[config.mk]
export PLATFORM = sky130hd
export DESIGN_NAME = qdr_rst_seq_flat
export DESIGN_NICKNAME = d
export VERILOG_FILES = /design/src/rtl/qdr_rst_pkg.sv /design/src/rtl/qdr_rst_seq_if.sv /design/src/rtl/qdr_sync2.sv /design/src/rtl/qdr_rst_seq.sv /design/src/flat_wrapper.sv
export SDC_FILE = /design/constraint.sdc
export NUM_CORES = 1
export LEC_CHECK = 0
export ABC_AREA = 1
export BUFFER_PORTS_ARGS = -buffer_cell sky130_fd_sc_hd__buf_2
export CORE_UTILIZATION = 61
export CTS_BUF_LIST = sky130_fd_sc_hd__clkbuf_4 sky130_fd_sc_hd__clkbuf_8
export CTS_CLUSTER_DIAMETER = 60
export DETAILED_ROUTE_END_ITERATION = 6
export PLACE_DENSITY = 0.81
export SLEW_MARGIN = 20
export SYNTH_ARGS = -nofsm -noshare
export SYNTH_HDL_FRONTEND = slang
export SYNTH_HIERARCHICAL = 1
export SYNTH_SLANG_ARGS = --single-unit
[constraint.sdc]
create_clock -name sys_clk -period 1.8 [get_ports sys_clk]
set_input_delay 0.09 -clock sys_clk [delete_from_list [all_inputs] [get_ports sys_clk]]
set_output_delay 0.09 -clock sys_clk [all_outputs]
set_load 0.005 [all_outputs]
[src/rtl/qdr_rst_pkg.sv]
// Shared types and helpers for the QDRII reset sequencer: state encoding,
// retry counter width and the counter-width function.
package qdr_rst_pkg;

  localparam int RETRY_W = 4;

  typedef enum logic [2:0] {
    S_WAIT_LOCK   = 3'd0,
    S_LOCK_STABLE = 3'd1,
    S_HOLD_RST    = 3'd2,
    S_WAIT_CAL    = 3'd3,
    S_RUN         = 3'd4,
    S_FAIL        = 3'd5
  } state_e;

  // Bits needed to hold value-1; never less than one bit.
  function automatic int clog2(input int value);
    int w;
    w = 0;
    for (int i = 0; i < 32; i++) begin
      if ((64'd1 << i) < 64'(value)) begin
        w = i + 1;
      end
    end
    return (w < 1) ? 1 : w;
  endfunction

  function automatic int max3(input int a, input int b, input int c);
    int m;
    m = (a > b) ? a : b;
    return (m > c) ? m : c;
  endfunction

endpackage

[src/rtl/qdr_rst_seq_if.sv]
// Signal bundle between the reset sequencer and its environment
// (clock wizard lock, controller calibration and the reset outputs).
interface qdr_rst_seq_if;
  import qdr_rst_pkg::*;

  logic               locked;
  logic               cal_done;
  logic               mem_rst;
  logic               user_rst;
  logic [2:0]         state;
  logic [RETRY_W-1:0] retry_cnt;
  logic               fail;

  modport master (
    output locked, cal_done,
    input  mem_rst, user_rst, state, retry_cnt, fail
  );

  modport slave (
    input  locked, cal_done,
    output mem_rst, user_rst, state, retry_cnt, fail
  );

endinterface

[src/rtl/qdr_sync2.sv]
// Two-flop synchronizer for a single asynchronous level, async active-high
// reset to 0.
module qdr_sync2 (
  input  logic i_clk,
  input  logic i_rst,
  input  logic i_d,
  output logic o_q
);

  logic r_meta;
  logic r_sync;

  // Metastability chain into the i_clk domain.
  always_ff @(posedge i_clk or posedge i_rst) begin
    if (i_rst) begin
      r_meta <= 1'b0;
      r_sync <= 1'b0;
    end else begin
      r_meta <= i_d;
      r_sync <= r_meta;
    end
  end

  assign o_q = r_sync;

endmodule

[src/rtl/qdr_rst_seq.sv]
// Reset sequencer between the MMCM and the QDRII controller.
// Optional calibration timeout/retry: define QDR_RST_SEQ_CAL_TIMEOUT_EN.
module qdr_rst_seq
  import qdr_rst_pkg::*;
#(
  parameter int C_LOCK_CYCLES = 1024,
  parameter int C_RST_CYCLES  = 256,
  parameter int C_CAL_TIMEOUT = 1048576,
  parameter int C_MAX_RETRY   = 3
) (
  input  logic          sys_clk,
  input  logic          sys_rst,
  qdr_rst_seq_if.slave  bus
);

  localparam int CNT_W = clog2(max3(C_LOCK_CYCLES, C_RST_CYCLES, C_CAL_TIMEOUT));
  localparam logic [CNT_W-1:0] CNT_LOCK = CNT_W'(C_LOCK_CYCLES - 1);
  localparam logic [CNT_W-1:0] CNT_RST  = CNT_W'(C_RST_CYCLES - 1);
  localparam logic [CNT_W-1:0] CNT_CAL  = CNT_W'(C_CAL_TIMEOUT - 1);
  localparam logic [CNT_W-1:0] CNT_ZERO = {CNT_W{1'b0}};
  localparam logic [CNT_W-1:0] CNT_ONE  = {{(CNT_W-1){1'b0}}, 1'b1};

  logic w_locked_s;
  logic w_cal_done_s;

  qdr_sync2 u_sync_locked (
    .i_clk (sys_clk),
    .i_rst (sys_rst),
    .i_d   (bus.locked),
    .o_q   (w_locked_s)
  );

  qdr_sync2 u_sync_cal_done (
    .i_clk (sys_clk),
    .i_rst (sys_rst),
    .i_d   (bus.cal_done),
    .o_q   (w_cal_done_s)
  );

  state_e           r_state;
  logic [CNT_W-1:0] r_cnt;
  logic             r_mem_rst;
  logic             r_user_rst;
`ifdef QDR_RST_SEQ_CAL_TIMEOUT_EN
  localparam logic [RETRY_W-1:0] RETRY_LIM = RETRY_W'(C_MAX_RETRY);
  logic [RETRY_W-1:0] r_retry;
  logic               r_fail;
`endif

  // Sequencer FSM; outputs are registered alongside the state transition.
  always_ff @(posedge sys_clk or posedge sys_rst) begin
    if (sys_rst) begin
      r_state    <= S_WAIT_LOCK;
      r_cnt      <= CNT_ZERO;
      r_mem_rst  <= 1'b1;
      r_user_rst <= 1'b1;
`ifdef QDR_RST_SEQ_CAL_TIMEOUT_EN
      r_retry    <= {RETRY_W{1'b0}};
      r_fail     <= 1'b0;
`endif
    end else if (!w_locked_s && (r_state != S_WAIT_LOCK) && (r_state != S_FAIL)) begin
      r_state    <= S_WAIT_LOCK;
      r_mem_rst  <= 1'b1;
      r_user_rst <= 1'b1;
`ifdef QDR_RST_SEQ_CAL_TIMEOUT_EN
      r_retry    <= {RETRY_W{1'b0}};
`endif
    end else begin
      case (r_state)
        S_WAIT_LOCK: begin
          if (w_locked_s) begin
            r_state <= S_LOCK_STABLE;
            r_cnt   <= CNT_LOCK;
          end
        end
        S_LOCK_STABLE: begin
          if (r_cnt == CNT_ZERO) begin
            r_state <= S_HOLD_RST;
            r_cnt   <= CNT_RST;
          end else begin
            r_cnt <= r_cnt - CNT_ONE;
          end
        end
        S_HOLD_RST: begin
          if (r_cnt == CNT_ZERO) begin
            r_state   <= S_WAIT_CAL;
            r_mem_rst <= 1'b0;
            r_cnt     <= CNT_CAL;
          end else begin
            r_cnt <= r_cnt - CNT_ONE;
          end
        end
        S_WAIT_CAL: begin
          // Calibration done outranks a timeout landing on the same cycle.
          if (w_cal_done_s) begin
            r_state    <= S_RUN;
            r_user_rst <= 1'b0;
`ifdef QDR_RST_SEQ_CAL_TIMEOUT_EN
          end else if (r_cnt == CNT_ZERO) begin
            r_mem_rst <= 1'b1;
            if (r_retry == RETRY_LIM) begin
              r_state <= S_FAIL;
              r_fail  <= 1'b1;
            end else begin
              r_state <= S_HOLD_RST;
              r_retry <= r_retry + {{(RETRY_W-1){1'b0}}, 1'b1};
              r_cnt   <= CNT_RST;
            end
          end else begin
            r_cnt <= r_cnt - CNT_ONE;
`endif
          end
        end
        S_RUN:  r_state <= S_RUN;
        S_FAIL: r_state <= S_FAIL;
        default: begin
          r_state    <= S_WAIT_LOCK;
          r_mem_rst  <= 1'b1;
          r_user_rst <= 1'b1;
        end
      endcase
    end
  end

  assign bus.mem_rst  = r_mem_rst;
  assign bus.user_rst = r_user_rst;
  assign bus.state    = r_state;
`ifdef QDR_RST_SEQ_CAL_TIMEOUT_EN
  assign bus.retry_cnt = r_retry;
  assign bus.fail      = r_fail;
`else
  assign bus.retry_cnt = {RETRY_W{1'b0}};
  assign bus.fail      = 1'b0;
`endif

endmodule

[src/flat_wrapper.sv]
// flat-port wrapper written by rule: the top's interface ports become plain ports
module qdr_rst_seq_flat import qdr_rst_pkg::*;
#(
  parameter int C_LOCK_CYCLES = 1024,
  parameter int C_RST_CYCLES  = 256,
  parameter int C_CAL_TIMEOUT = 1048576,
  parameter int C_MAX_RETRY   = 3
)
  (sys_clk, sys_rst, bus_locked, bus_cal_done, bus_mem_rst, bus_user_rst, bus_state, bus_retry_cnt, bus_fail);
  qdr_rst_seq_if bus_i ();
  input  logic sys_clk;
  input  logic sys_rst;
  input wire logic [$bits(bus_i.locked)-1:0] bus_locked;
  input wire logic [$bits(bus_i.cal_done)-1:0] bus_cal_done;
  output wire logic [$bits(bus_i.mem_rst)-1:0] bus_mem_rst;
  output wire logic [$bits(bus_i.user_rst)-1:0] bus_user_rst;
  output wire logic [$bits(bus_i.state)-1:0] bus_state;
  output wire logic [$bits(bus_i.retry_cnt)-1:0] bus_retry_cnt;
  output wire logic [$bits(bus_i.fail)-1:0] bus_fail;
  assign bus_i.locked = bus_locked;
  assign bus_i.cal_done = bus_cal_done;
  assign bus_mem_rst = bus_i.mem_rst;
  assign bus_user_rst = bus_i.user_rst;
  assign bus_state = bus_i.state;
  assign bus_retry_cnt = bus_i.retry_cnt;
  assign bus_fail = bus_i.fail;
  qdr_rst_seq #(.C_LOCK_CYCLES(C_LOCK_CYCLES), .C_RST_CYCLES(C_RST_CYCLES), .C_CAL_TIMEOUT(C_CAL_TIMEOUT), .C_MAX_RETRY(C_MAX_RETRY)) u_core (.sys_clk(sys_clk), .sys_rst(sys_rst), .bus(bus_i));
endmodule
## Yosys cells after proc, flatten, opt, wreduce, memory -nomap -nowiden

Cells that the tools add are included.

| storage, ports and cells | value |
|---|---|
| register bits after elaboration | 29 |
| output and inout bits | 10 |
| word-level logic and storage cells | 52 |
| input bits | 4 |

| operators by class | value |
|---|---|
| multiplexer cells | 16 |
| bitwise gates (word level) | 1 |
| add/sub/neg operators | 1 |
| reductions and logical operators | 13 |
| eq/ne operators | 13 |

Operator list:

| kind | count |
|---|---|
| $mux 20 | 3 |
| $pmux 20 s3 | 1 |
| $logic_not 20->1 | 1 |
| $sub 20x1->20 const B | 1 |
| $pmux 3 s6 | 1 |
| $mux 3 | 5 |
| $reduce_or 5->1 | 2 |
| $eq 3x2->1 const B | 2 |
| $eq 3x3->1 const B | 2 |
| $ne 3x1->1 const B | 2 |
| $ne 3x2->1 const B | 2 |
| $reduce_bool 3->1 | 2 |
| $mux 1 | 4 |
| $ne 2x1->1 const B | 2 |
| $pmux 1 s2 | 2 |
| $reduce_and 2->1 | 2 |
| $reduce_and 4->1 | 1 |
| $eq 3x1->1 const B | 1 |
| $logic_not 3->1 | 1 |
| $ne 3x3->1 const B | 1 |
| $reduce_and 3->1 | 1 |
| $logic_and 1x1->1 | 2 |
| $ne 2x2->1 const B | 1 |
| $logic_not 1->1 | 1 |
| $not 1->1 | 1 |

## Depth between registers and ports, before layout

Gate-level depths: netlist of run 1.

| depth | value |
|---|---|
| depth in word-level cells | 5 |
| gate-level depth with buffers | 10 |
| mapped depth without buffers | 10 |

## Cells and area by module

The synthesis of run 1 kept the hierarchy.

Modules (own cells, without submodules):

| module | cells each | times used | area an instance (um^2) | seq. area each (um^2) |
|---|---|---|---|---|
| qdr_rst_seq | 255 | 1 | 1734.2 | 628.1 |
| qdr_sync2 | 3 | 2 | 53.8 | 50.0 |

## Worst setup path after synthesis of run 1

OpenSTA, ideal clock, no wires.

| timing path | value |
|---|---|
| kind | reg-to-reg |
| start point | register u_core.r_cnt[0] |
| end point | register u_core.r_cnt[13] |
| path buffers | 0 |
| library setup time | 120 ps |
| stages on the path, launching flop included | 10 |
| setup slack | 391 ps |
| period minus slack after synthesis | 1409 ps |
| required time | 1680 ps |
| arrival | 1288 ps |
| cells stage by stage | dfrtp_1 > inv_1 > ha_1 > nand2_1 > nor2_1 > nand3_4 > nand2_4 > nand2_4 > o21ai_1 > nand2_1 |

| on the way | value |
|---|---|
| longest elaborated chain between the ends | 3 |
| elaborated cells between the ends (all ways) | 5 |
| those cells by class | add/sub (1); mux (3); reduce/logical (1) |

RTL lines:

| what | RTL line | text |
|---|---|---|
| start: declaration | qdr_rst_seq.sv:41 | `logic [CNT_W-1:0] r_cnt;` |
| start signal: assignment | qdr_rst_seq.sv:81 | `r_cnt <= r_cnt - CNT_ONE;` |
| start signal: assignment | qdr_rst_seq.sv:90 | `r_cnt <= r_cnt - CNT_ONE;` |
| $sub 20x1->20 or $logic_not 20->1 (tied branches) | -- |  |
| $mux 20, on equally long branches | qdr_rst_seq.sv:85, qdr_rst_seq.sv:77 |  |
| $pmux 20 s3 (*) | qdr_rst_seq.sv:69 | `case (r_state)` |

Every way passes the cells marked *; elsewhere a longest branch is shown, timed or not.
A chain may end at the register's enable or synchronous reset.

## Worst setup path after layout of run 1

Same ends and word-level chain as after synthesis.

==> flow_summary.toml, run 1 <==
[clocking]
clk_root_buffer_cell = "clkbuf_4"
cts_tree = "done"
numCtsBuffers = 5
htree_levels = 2
clk_pin_slew_worst_paths_ps = 110
cts_post_setup_buffers_inserted = 0
numClockSinks = 29
clock_latency_ps = 340
cts_max_path_buffers = 2

[routing]
firstDrtPassIters = 6
drt_iter0_drc = 122
num_vias = 1651
drc = 2
drtAntennaViolNets = 0
routed_wl_um = 4023
wire_per_inst_um = 12.85
avgViaCountPerCell = 5.275

[timing]
post-route-min-period_ps = 1614
hold_ws_ps = 186.6
fmax_ghz = 0.6194
period_share_pct = 89.69
setup_violations = 0
rsz0062_at_grt = "no"
slew_violations = 0
fin_setup_tns_ps = 0
fin_ws_ps = 185.6
finalHoldViolCount = 0
skew_ps = 15.93

[worst_setup_path]
slowest_stage = "dfrtp_1"
reg2reg_depth = 9
cp-end-kind = "register"
cp-start-kind = "register"
required_ps = 2040
critPathMaxStageDelay_ps = 370
critical_path_class = "reg -> reg"
critical_path_depth = 9
cp_num_buf_inv = 1
crit_chain = "inv_1, ha_1, nand2_1, nor2_1, nand3_4, nand2_4, nand2_4, o21ai_1, nand2_1"
path_max_fanout = 10
worstPathArrival_ps = 1860
r2r_slack_ps = 190
crit_family = "simple AND/OR/NAND/NOR gates"

[floorplan]
rows = 19
ioPinCount = 14
die-area_mm2 = 0.003243
die_w_um = 56.95
die_y_um = 56.95
start_util_pct = 65.66
core-area_mm2 = 0.002805

[global_route]
gr-total-overflow = 0
grt_antenna_before_repair = 0
grt_max_degree = 26
grt_pass1_vias = 1537
grt_pass1_wl_um = 6851
grt.total_usage_pct = 28.01

[run_status]
violations = "design-rule violations"
status = "finished, violations left"

[placed_design]
place_hpwl_um = 2928
gp_congestion = 0.9332
post-place-cells = 302
preCtsSetupSlack_ps = 172.2
io_buffers = 8

[synth]
yosysMostFrequentCell = "nand2_1"
synth.area.top_cells = "dfrtp_1 37%, nand2_1 16%, nand3_1 7.1%"
yosysWarnings = 6
synth.top_cell.area_share_pct = 36.68
synth_fa_ha_area_share_pct = 1.359
synth_edf_count = 0
synthFlopType = "dfrtp_1"
synth.largest_area_cell = "dfrtp_1"
synth_xor_area_share_pct = 1.427
ys_seq_area_share_pct = 39.54
synth_cell_types = 34
netlist_area_mm2 = 0.001842
synth-compound-area-share_pct = 6.182
ys_seq_elements = 29
synth.mux.area_fraction_pct = 0
synthSimpleGateAreaFrac_pct = 42.66
synth_top_family_by_area = "simple AND/OR/NAND/NOR gates"
ys_async_sr_fraction_pct = 100.0
synth_common_cells = "80 x nand2_1, 32 x nor2_1, 28 x inv_1"
avgSynthCellArea_um2 = 7.057
syn_inst = 261

[finish]
instances_no_fill = 313
final_core_util_pct = 73.02
antenna_cells = 0
layout.nets = 287
area_delta_synth_final_pct = 11.21
drive_gt1_share_pct = 15.96

[power]
power.leakage_nw = 0.9867
powerDensity_mw_per_mm2 = 1094
peakVddDrop_v = 0.001097

[worst_hold_path]
hold_class = "in -> async"

[job]
cap_violations = 0
worst paths after layout:
path	end	startpoint
max reg2reg	u_core/r_cnt[13]$_DFFE_PP0P_	u_core/r_cnt[0]$_DFFE_PP0P_
min reg2reg	u_core/u_sync_locked/o_q$_DFF_PP0_	u_core/u_sync_locked/r_meta$_DFF_PP0_
max in group asynchronous	u_core/bus.mem_rst$_DFFE_PP1P_	sys_rst
max	u_core/r_cnt[13]$_DFFE_PP0P_	u_core/r_cnt[0]$_DFFE_PP0P_
min in group sys_clk	u_core/u_sync_locked/o_q$_DFF_PP0_	u_core/u_sync_locked/r_meta$_DFF_PP0_
min	u_core/u_sync_locked/r_meta$_DFF_PP0_	sys_rst
placed cells by master (no fill, tap or decap), drive strengths merged, types with 2 or more instances in the layout:
master / synthesis / layout
clkbuf: 1 / 6
dlygate4sd3: 0 / 3
nand3: 28 / 28
buf: 6 / 13
ha: 2 / 2
a21oi: 3 / 3
nor2: 39 / 39
nand4: 6 / 6
dfstp: 2 / 2
conb: 1 / 5
dfrtp: 27 / 27
nand2: 88 / 88
nand3b: 4 / 4
inv: 29 / 29
o21ai: 14 / 14
xor2: 2 / 2
nor3: 3 / 3
report_power, final:
part	switching, mW	internal (mW)	total, mW
logic	0.551	0.275	0.826
clock network	0.242	0.330	0.572
registers	0.0952	0.746	0.842
registers in the layout (all words and copies together), names as in the netlist:
signal	cells
u_core/bus.user_rst	1
u_core/u_sync_cal_done/r_meta	1
u_core/bus.state	3
u_core/bus.mem_rst	1
u_core/r_cnt	20
u_core/u_sync_locked/r_meta	1
u_core/u_sync_cal_done/o_q	1
u_core/u_sync_locked/o_q	1
cells by family after synthesis:
group	count (synthesis)
AND/OR/NAND/NOR	169
adder cells (fa/ha/maj)	2
AO/OA/AOI/OAI	20
XOR/XNOR	3
other	1
flip-flops	29
buffers and inverters	37
layout make-up:
class                           instances  area (um^2)
Multi-Input combinational cell        199        972.2
Tap cell                               31        38.79
Sequential cell                        29        728.2
Clock inverter                          2        37.54
Inverter                               30        112.6
Clock buffer                            6        51.30
Fill cell                             213        757.0
Timing Repair Buffer                   16        107.6
tightest hold or removal path, stage by stage:
cell	delay (ps)
dlygate4sd3_1	540
buf_2	140
inv_1	90
layer usage:
layer	GRT usage [%]	wire length (um)
met1	39.17	1949
met2	42.86	1726
met3	6.803	257
met4	9.756	89
met5	0	0
repair_timing:
action | CTS | global route
endpoints found under the setup margin | 0 | 3
hold buffers | 3 | 0
endpoints found under the hold margin | 29 | 0
resized for setup | 0 | 1
through the flow:
stage                     power, mW  instance area [um^2]
final                         2.240                  2048
after global routing          2.383                  2048
after CTS                     2.239                  2046
after detailed placement      1.661                  1927
after global placement        1.649                  1927
after floorplan               1.462                  1857
Note: power is estimated with default switching activity, not from simulation.
==> run 2: changes to the inputs <==
--- a/config.mk
+++ b/config.mk
@@ -12,6 +12,7 @@
 export CTS_CLUSTER_DIAMETER = 60
 export DETAILED_ROUTE_END_ITERATION = 6
 export PLACE_DENSITY = 0.81
+export REMOVE_ABC_BUFFERS = 1
 export SLEW_MARGIN = 20
 export SYNTH_ARGS = -nofsm -noshare
 export SYNTH_HDL_FRONTEND = slang
==> flow_summary.toml, run 2 (synthesis gave the netlist of run 1 again) <==
[run_status]
status = "finished, violations left"
violations = "design-rule violations"

[global_route]
grt.total_usage_pct = 26.45
grt_pass1_wl_um = 6534
grt_max_degree = 26
grt_pass1_vias = 1498
grt_antenna_before_repair = 0
gr-total-overflow = 0

[job]
cap_violations = 0

[placed_design]
io_buffers = 8
place_hpwl_um = 2945
post-place-cells = 301
gp_congestion = 0.9509

[routing]
drc = 2
drt_iter0_drc = 92
wire_per_inst_um = 12.51
firstDrtPassIters = 6
drtAntennaViolNets = 0
num_vias = 1705
routed_wl_um = 3902
avgViaCountPerCell = 5.465

[power]
power.leakage_nw = 0.9690
pwr-share-seq_pct = 41.2
clockPowerShare_pct = 18.5
powerDensity_mw_per_mm2 = 1021
switchingPower_mw = 0.8805
peakVddDrop_v = 0.0007268
finalPower_mw = 2.049
p_int_mw = 1.169
combPwrFrac_pct = 40.3
swShare_pct = 42.97

[worst_setup_path]
cp-end-kind = "register"
reg2reg_depth = 9
cp-start-kind = "register"
slowest_stage = "dfrtp_1"
path_max_fanout = 10
worstPathArrival_ps = 1860
critPathMaxStageDelay_ps = 380
required_ps = 2020
reg2reg_to = "u_core/r_cnt[13]$_DFFE_PP0P_"
crit_chain = "inv_1, ha_1, nand2_1, nor2_1, nand3_4, nand2_4, nand2_4, o21ai_1, nand2_1"
rr_startpoint = "u_core/r_cnt[0]$_DFFE_PP0P_"
critical_path_class = "reg -> reg"
r2r_slack_ps = 170

[clocking]
clk_pin_slew_worst_paths_ps = 90
cts_post_setup_buffers_inserted = 0
numCtsBuffers = 5
numClockSinks = 29
cts_max_path_buffers = 2
cts_tree = "done"
htree_levels = 2
clock_latency_ps = 330
clk_root_buffer_cell = "clkbuf_4"

[worst_hold_path]
hold_class = "in -> async"

[timing]
hold_ws_ps = 161.6
finalHoldViolCount = 0
post-route-min-period_ps = 1632
fmax_ghz = 0.6126
period_share_pct = 90.69
skew_ps = 4.144
slew_violations = 0
fin_setup_tns_ps = 0
setup_violations = 0
rsz0062_at_grt = "no"

[floorplan]
die-area_mm2 = 0.003243
start_util_pct = 65.66
ioPinCount = 14
rows = 19
core-area_mm2 = 0.002805
die_y_um = 56.95
die_w_um = 56.95

[finish]
instances_no_fill = 312
layout.nets = 286
antenna_cells = 0
layout_common_cells = "80 x nand2_1, 31 x nor2_1, 28 x inv_1"
largest_reg_flops = 20
largest_register = "u_core/r_cnt"
area_delta_synth_final_pct = 8.967
n_fill_cell = 227
drive_gt1_share_pct = 15.66
final_common_cell = "nand2_1"
## run 2: what timing repair did
| action | in CTS | in global routing |
|---|---|---|
| hold buffers | 3 | 0 |
| endpoints found under the hold margin | 29 | 0 |
| endpoints found under the setup margin | 0 | 1 |
| resized for setup | 0 | 1 |
## run 2: worst max-delay path by stage
stage	endpoint	from
CTS	u_core/r_cnt[16]$_DFFE_PP0P_	u_core/r_cnt[0]$_DFFE_PP0P_
detailed placement	u_core/r_cnt[8]$_DFFE_PP0P_	u_core/r_cnt[0]$_DFFE_PP0P_
floorplan	u_core/r_cnt[7]$_DFFE_PP0P_	u_core/bus.state[2]$_DFFE_PP0P_
finish	u_core/r_cnt[13]$_DFFE_PP0P_	u_core/r_cnt[0]$_DFFE_PP0P_
global route	u_core/r_cnt[12]$_DFFE_PP0P_	u_core/r_cnt[0]$_DFFE_PP0P_
global placement	u_core/r_cnt[8]$_DFFE_PP0P_	u_core/r_cnt[0]$_DFFE_PP0P_
## run 2: area by class of cell
| class | count | area, um^2 | share of cell area, % |
|---|---|---|---|
| clock buffers | 5 | 37.54 | 1.870 |
| clock inverters | 3 | 17.52 | 0.8728 |
| inverters | 30 | 112.6 | 5.611 |
| multi-input cells | 199 | 972.2 | 48.44 |
| flip-flops and latches | 29 | 728.2 | 36.28 |
| well taps | 31 | 38.79 | 1.933 |
| repair buffers | 15 | 100.1 | 4.988 |
## run 2: power groups by stage
stage               Combinational [mW]  Sequential, mW  Clock (mW)
global placement                 0.798           0.852           0
finish                           0.826           0.845       0.378
CTS                              0.828           0.844       0.392
detailed placement               0.816           0.857           0
floorplan                        0.607           0.840           0
global route                     0.927           0.857       0.414
## run 2: routing by layer
layer,part of all wire [%],GRT usage [%]
met1,46,36.66
met2,45,40.50
met3,7.3,5.669
met4,1.1,11.15
met5,0,0
## run 2: per-stage QoR
step	utilization, %	cell area [um^2]	setup slack, ps
final	71.54	2007	167.5
after floorplan	-	1810	342.8
after global routing	71.54	2007	69.78
after global placement	68.42	1919	199.0
after CTS	71.45	2004	152.9
after detailed placement	68.42	1919	176.2
## run 2: worst max-delay path: cells and delay by family, from the launching register on
kind | cells | cell delay (ps)
compound gates | 1 | 90
simple gates | 6 | 720
buf+inv | 1 | 130
fa+ha+maj | 1 | 210
flops | 1 | 380
==> run 3: changes to the inputs <==
--- a/config.mk
+++ b/config.mk
@@ -7,6 +7,7 @@
 export LEC_CHECK = 0
 export ABC_AREA = 1
 export BUFFER_PORTS_ARGS = -buffer_cell sky130_fd_sc_hd__buf_2
+export CORE_ASPECT_RATIO = 0.7
 export CORE_UTILIZATION = 61
 export CTS_BUF_LIST = sky130_fd_sc_hd__clkbuf_4 sky130_fd_sc_hd__clkbuf_8
 export CTS_CLUSTER_DIAMETER = 60
==> flow_summary.toml, run 3 (synthesis gave the netlist of run 1 again) <==
[run_status]
status = "finished clean"

[floorplan]
rows = 16
core-area_mm2 = 0.002823
die_y_um = 47.98
die_w_um = 67.68
die-area_mm2 = 0.003247
start_util_pct = 65.25
ioPinCount = 14

[clocking]
cts_tree = "done"
numCtsBuffers = 5
clock_latency_ps = 280
clk_root_buffer_cell = "clkbuf_8"
htree_levels = 2
cts_post_setup_buffers_inserted = 0
numClockSinks = 29
clk_pin_slew_worst_paths_ps = 60
cts_max_path_buffers = 2

[routing]
firstDrtPassIters = 4
avgViaCountPerCell = 5.420
drt_iter0_drc = 133
drc = 0
wire_per_inst_um = 13.53
num_vias = 1718
drtAntennaViolNets = 0
routed_wl_um = 4288

[power]
combPwrFrac_pct = 37.4
peakVddDrop_v = 0.0008758
switchingPower_mw = 0.8804
powerDensity_mw_per_mm2 = 1078
p_int_mw = 1.323
pwr-share-seq_pct = 38.5
clockPowerShare_pct = 24.1
swShare_pct = 39.96
power.leakage_nw = 0.9871

[worst_setup_path]
cp-start-kind = "register"
r2r_slack_ps = 180
reg2reg_depth = 7
critical_path_class = "reg -> reg"
worstPathArrival_ps = 1770
critPathMaxStageDelay_ps = 390
reg2reg_to = "u_core/r_cnt[7]$_DFFE_PP0P_"
path_max_fanout = 6
required_ps = 1950
slowest_stage = "dfrtp_1"
crit_top_cell = "nand3_1"
crit_chain = "inv_1, nand3_1, nor2_1, buf_4, nand3b_1, o21ai_0, nand3_1"
cp-end-kind = "register"
rr_startpoint = "u_core/r_cnt[2]$_DFFE_PP0P_"

[placed_design]
preCtsSetupSlack_ps = 207.9
io_buffers = 8
place_hpwl_um = 3248
gp_congestion = 0.9492

[timing]
finalHoldViolCount = 0
skew_ps = 3.567
fin_ws_ps = 179.4
rsz0062_at_grt = "no"
fin_setup_tns_ps = 0
setup_violations = 0
slew_violations = 0
fmax_ghz = 0.6170
hold_ws_ps = 229.8
post-route-min-period_ps = 1621
period_share_pct = 90.03

[finish]
seq_area_um2 = 728.2
multi_input_comb_area_um2 = 969.7
area_delta_synth_final_pct = 11.01
largest_register = "u_core/r_cnt"
layout_common_cells = "80 x nand2_1, 32 x nor2_1, 28 x inv_1"
antenna_cells = 0
n_fill_cell = 246
largest_reg_flops = 20
final_common_cell = "nand2_1"
final_core_util_pct = 72.43
layout.nets = 286
drive_gt1_share_pct = 15.30

[job]
cap_violations = 0

[global_route]
grt_max_degree = 14
grt_pass1_wl_um = 6803
gr-total-overflow = 0
grt_pass1_vias = 1471
grt_antenna_before_repair = 0
grt.total_usage_pct = 30.43

[worst_hold_path]
hold_class = "in -> async"
run 3: timing repair:
action,4_1_cts,5_1_grt
hold buffers,3,0
resized for setup,0,0
hold endpoints to repair,16,0
run 3: routing by layer:
layer | GRT usage (%) | share of wire [%] | vias up
met1 | 43.07 | 50 | 812
met3 | 7.143 | 5.5 | 5
met4 | 9.362 | 1.1 | 0
met2 | 46.34 | 43 | 44
li1 | - | - | 857
met5 | 0 | 0 | -
run 3: worst max-delay path: cells and delay by family (launching register included):
kind | cells | cell delay, ps
flops | 1 | 390
simple gates | 4 | 600
compound gates | 1 | 230
buf+inv | 2 | 280
run 3: cell type report:
class,count,share of cell area [%]
clock inverter,1,0.2448
multi-input combinational,199,47.43
sequential,29,35.62
tap,36,2.203
timing repair buffer,15,4.896
clock buffer,7,4.100
inverter,30,5.508
run 3: worst max path at each step:
stage,start,slack [ps],endpoint
final,u_core/r_cnt[2]$_DFFE_PP0P_,180,u_core/r_cnt[7]$_DFFE_PP0P_
after global routing,u_core/r_cnt[0]$_DFFE_PP0P_,10,u_core/r_cnt[10]$_DFFE_PP0P_
after CTS,u_core/r_cnt[0]$_DFFE_PP0P_,190,u_core/r_cnt[16]$_DFFE_PP0P_
after detailed placement,u_core/r_cnt[0]$_DFFE_PP0P_,210,u_core/r_cnt[10]$_DFFE_PP0P_
after global placement,u_core/r_cnt[0]$_DFFE_PP0P_,260,u_core/r_cnt[13]$_DFFE_PP0P_
after floorplan,u_core/bus.state[2]$_DFFE_PP0P_,340,u_core/r_cnt[7]$_DFFE_PP0P_
run 3: through the flow:
step / power (mW) / instances / area [um^2]
2_1_floorplan: 1.446 / 258 / 1810
3_3_place_gp: 1.640 / 306 / 1926
3_5_place_dp: 1.663 / 306 / 1926
4_1_cts: 2.206 / 317 / 2044
5_1_grt: 2.379 / 317 / 2044
6_report: 2.203 / 317 / 2044
run 3: power groups by stage:
stage | combinational (mW) | clock [mW] | sequential [mW]
6_report | 0.824 | 0.531 | 0.848
5_1_grt | 0.944 | 0.573 | 0.863
4_1_cts | 0.812 | 0.546 | 0.848
3_5_place_dp | 0.805 | 0 | 0.858
3_3_place_gp | 0.786 | 0 | 0.854
2_1_floorplan | 0.607 | 0 | 0.840
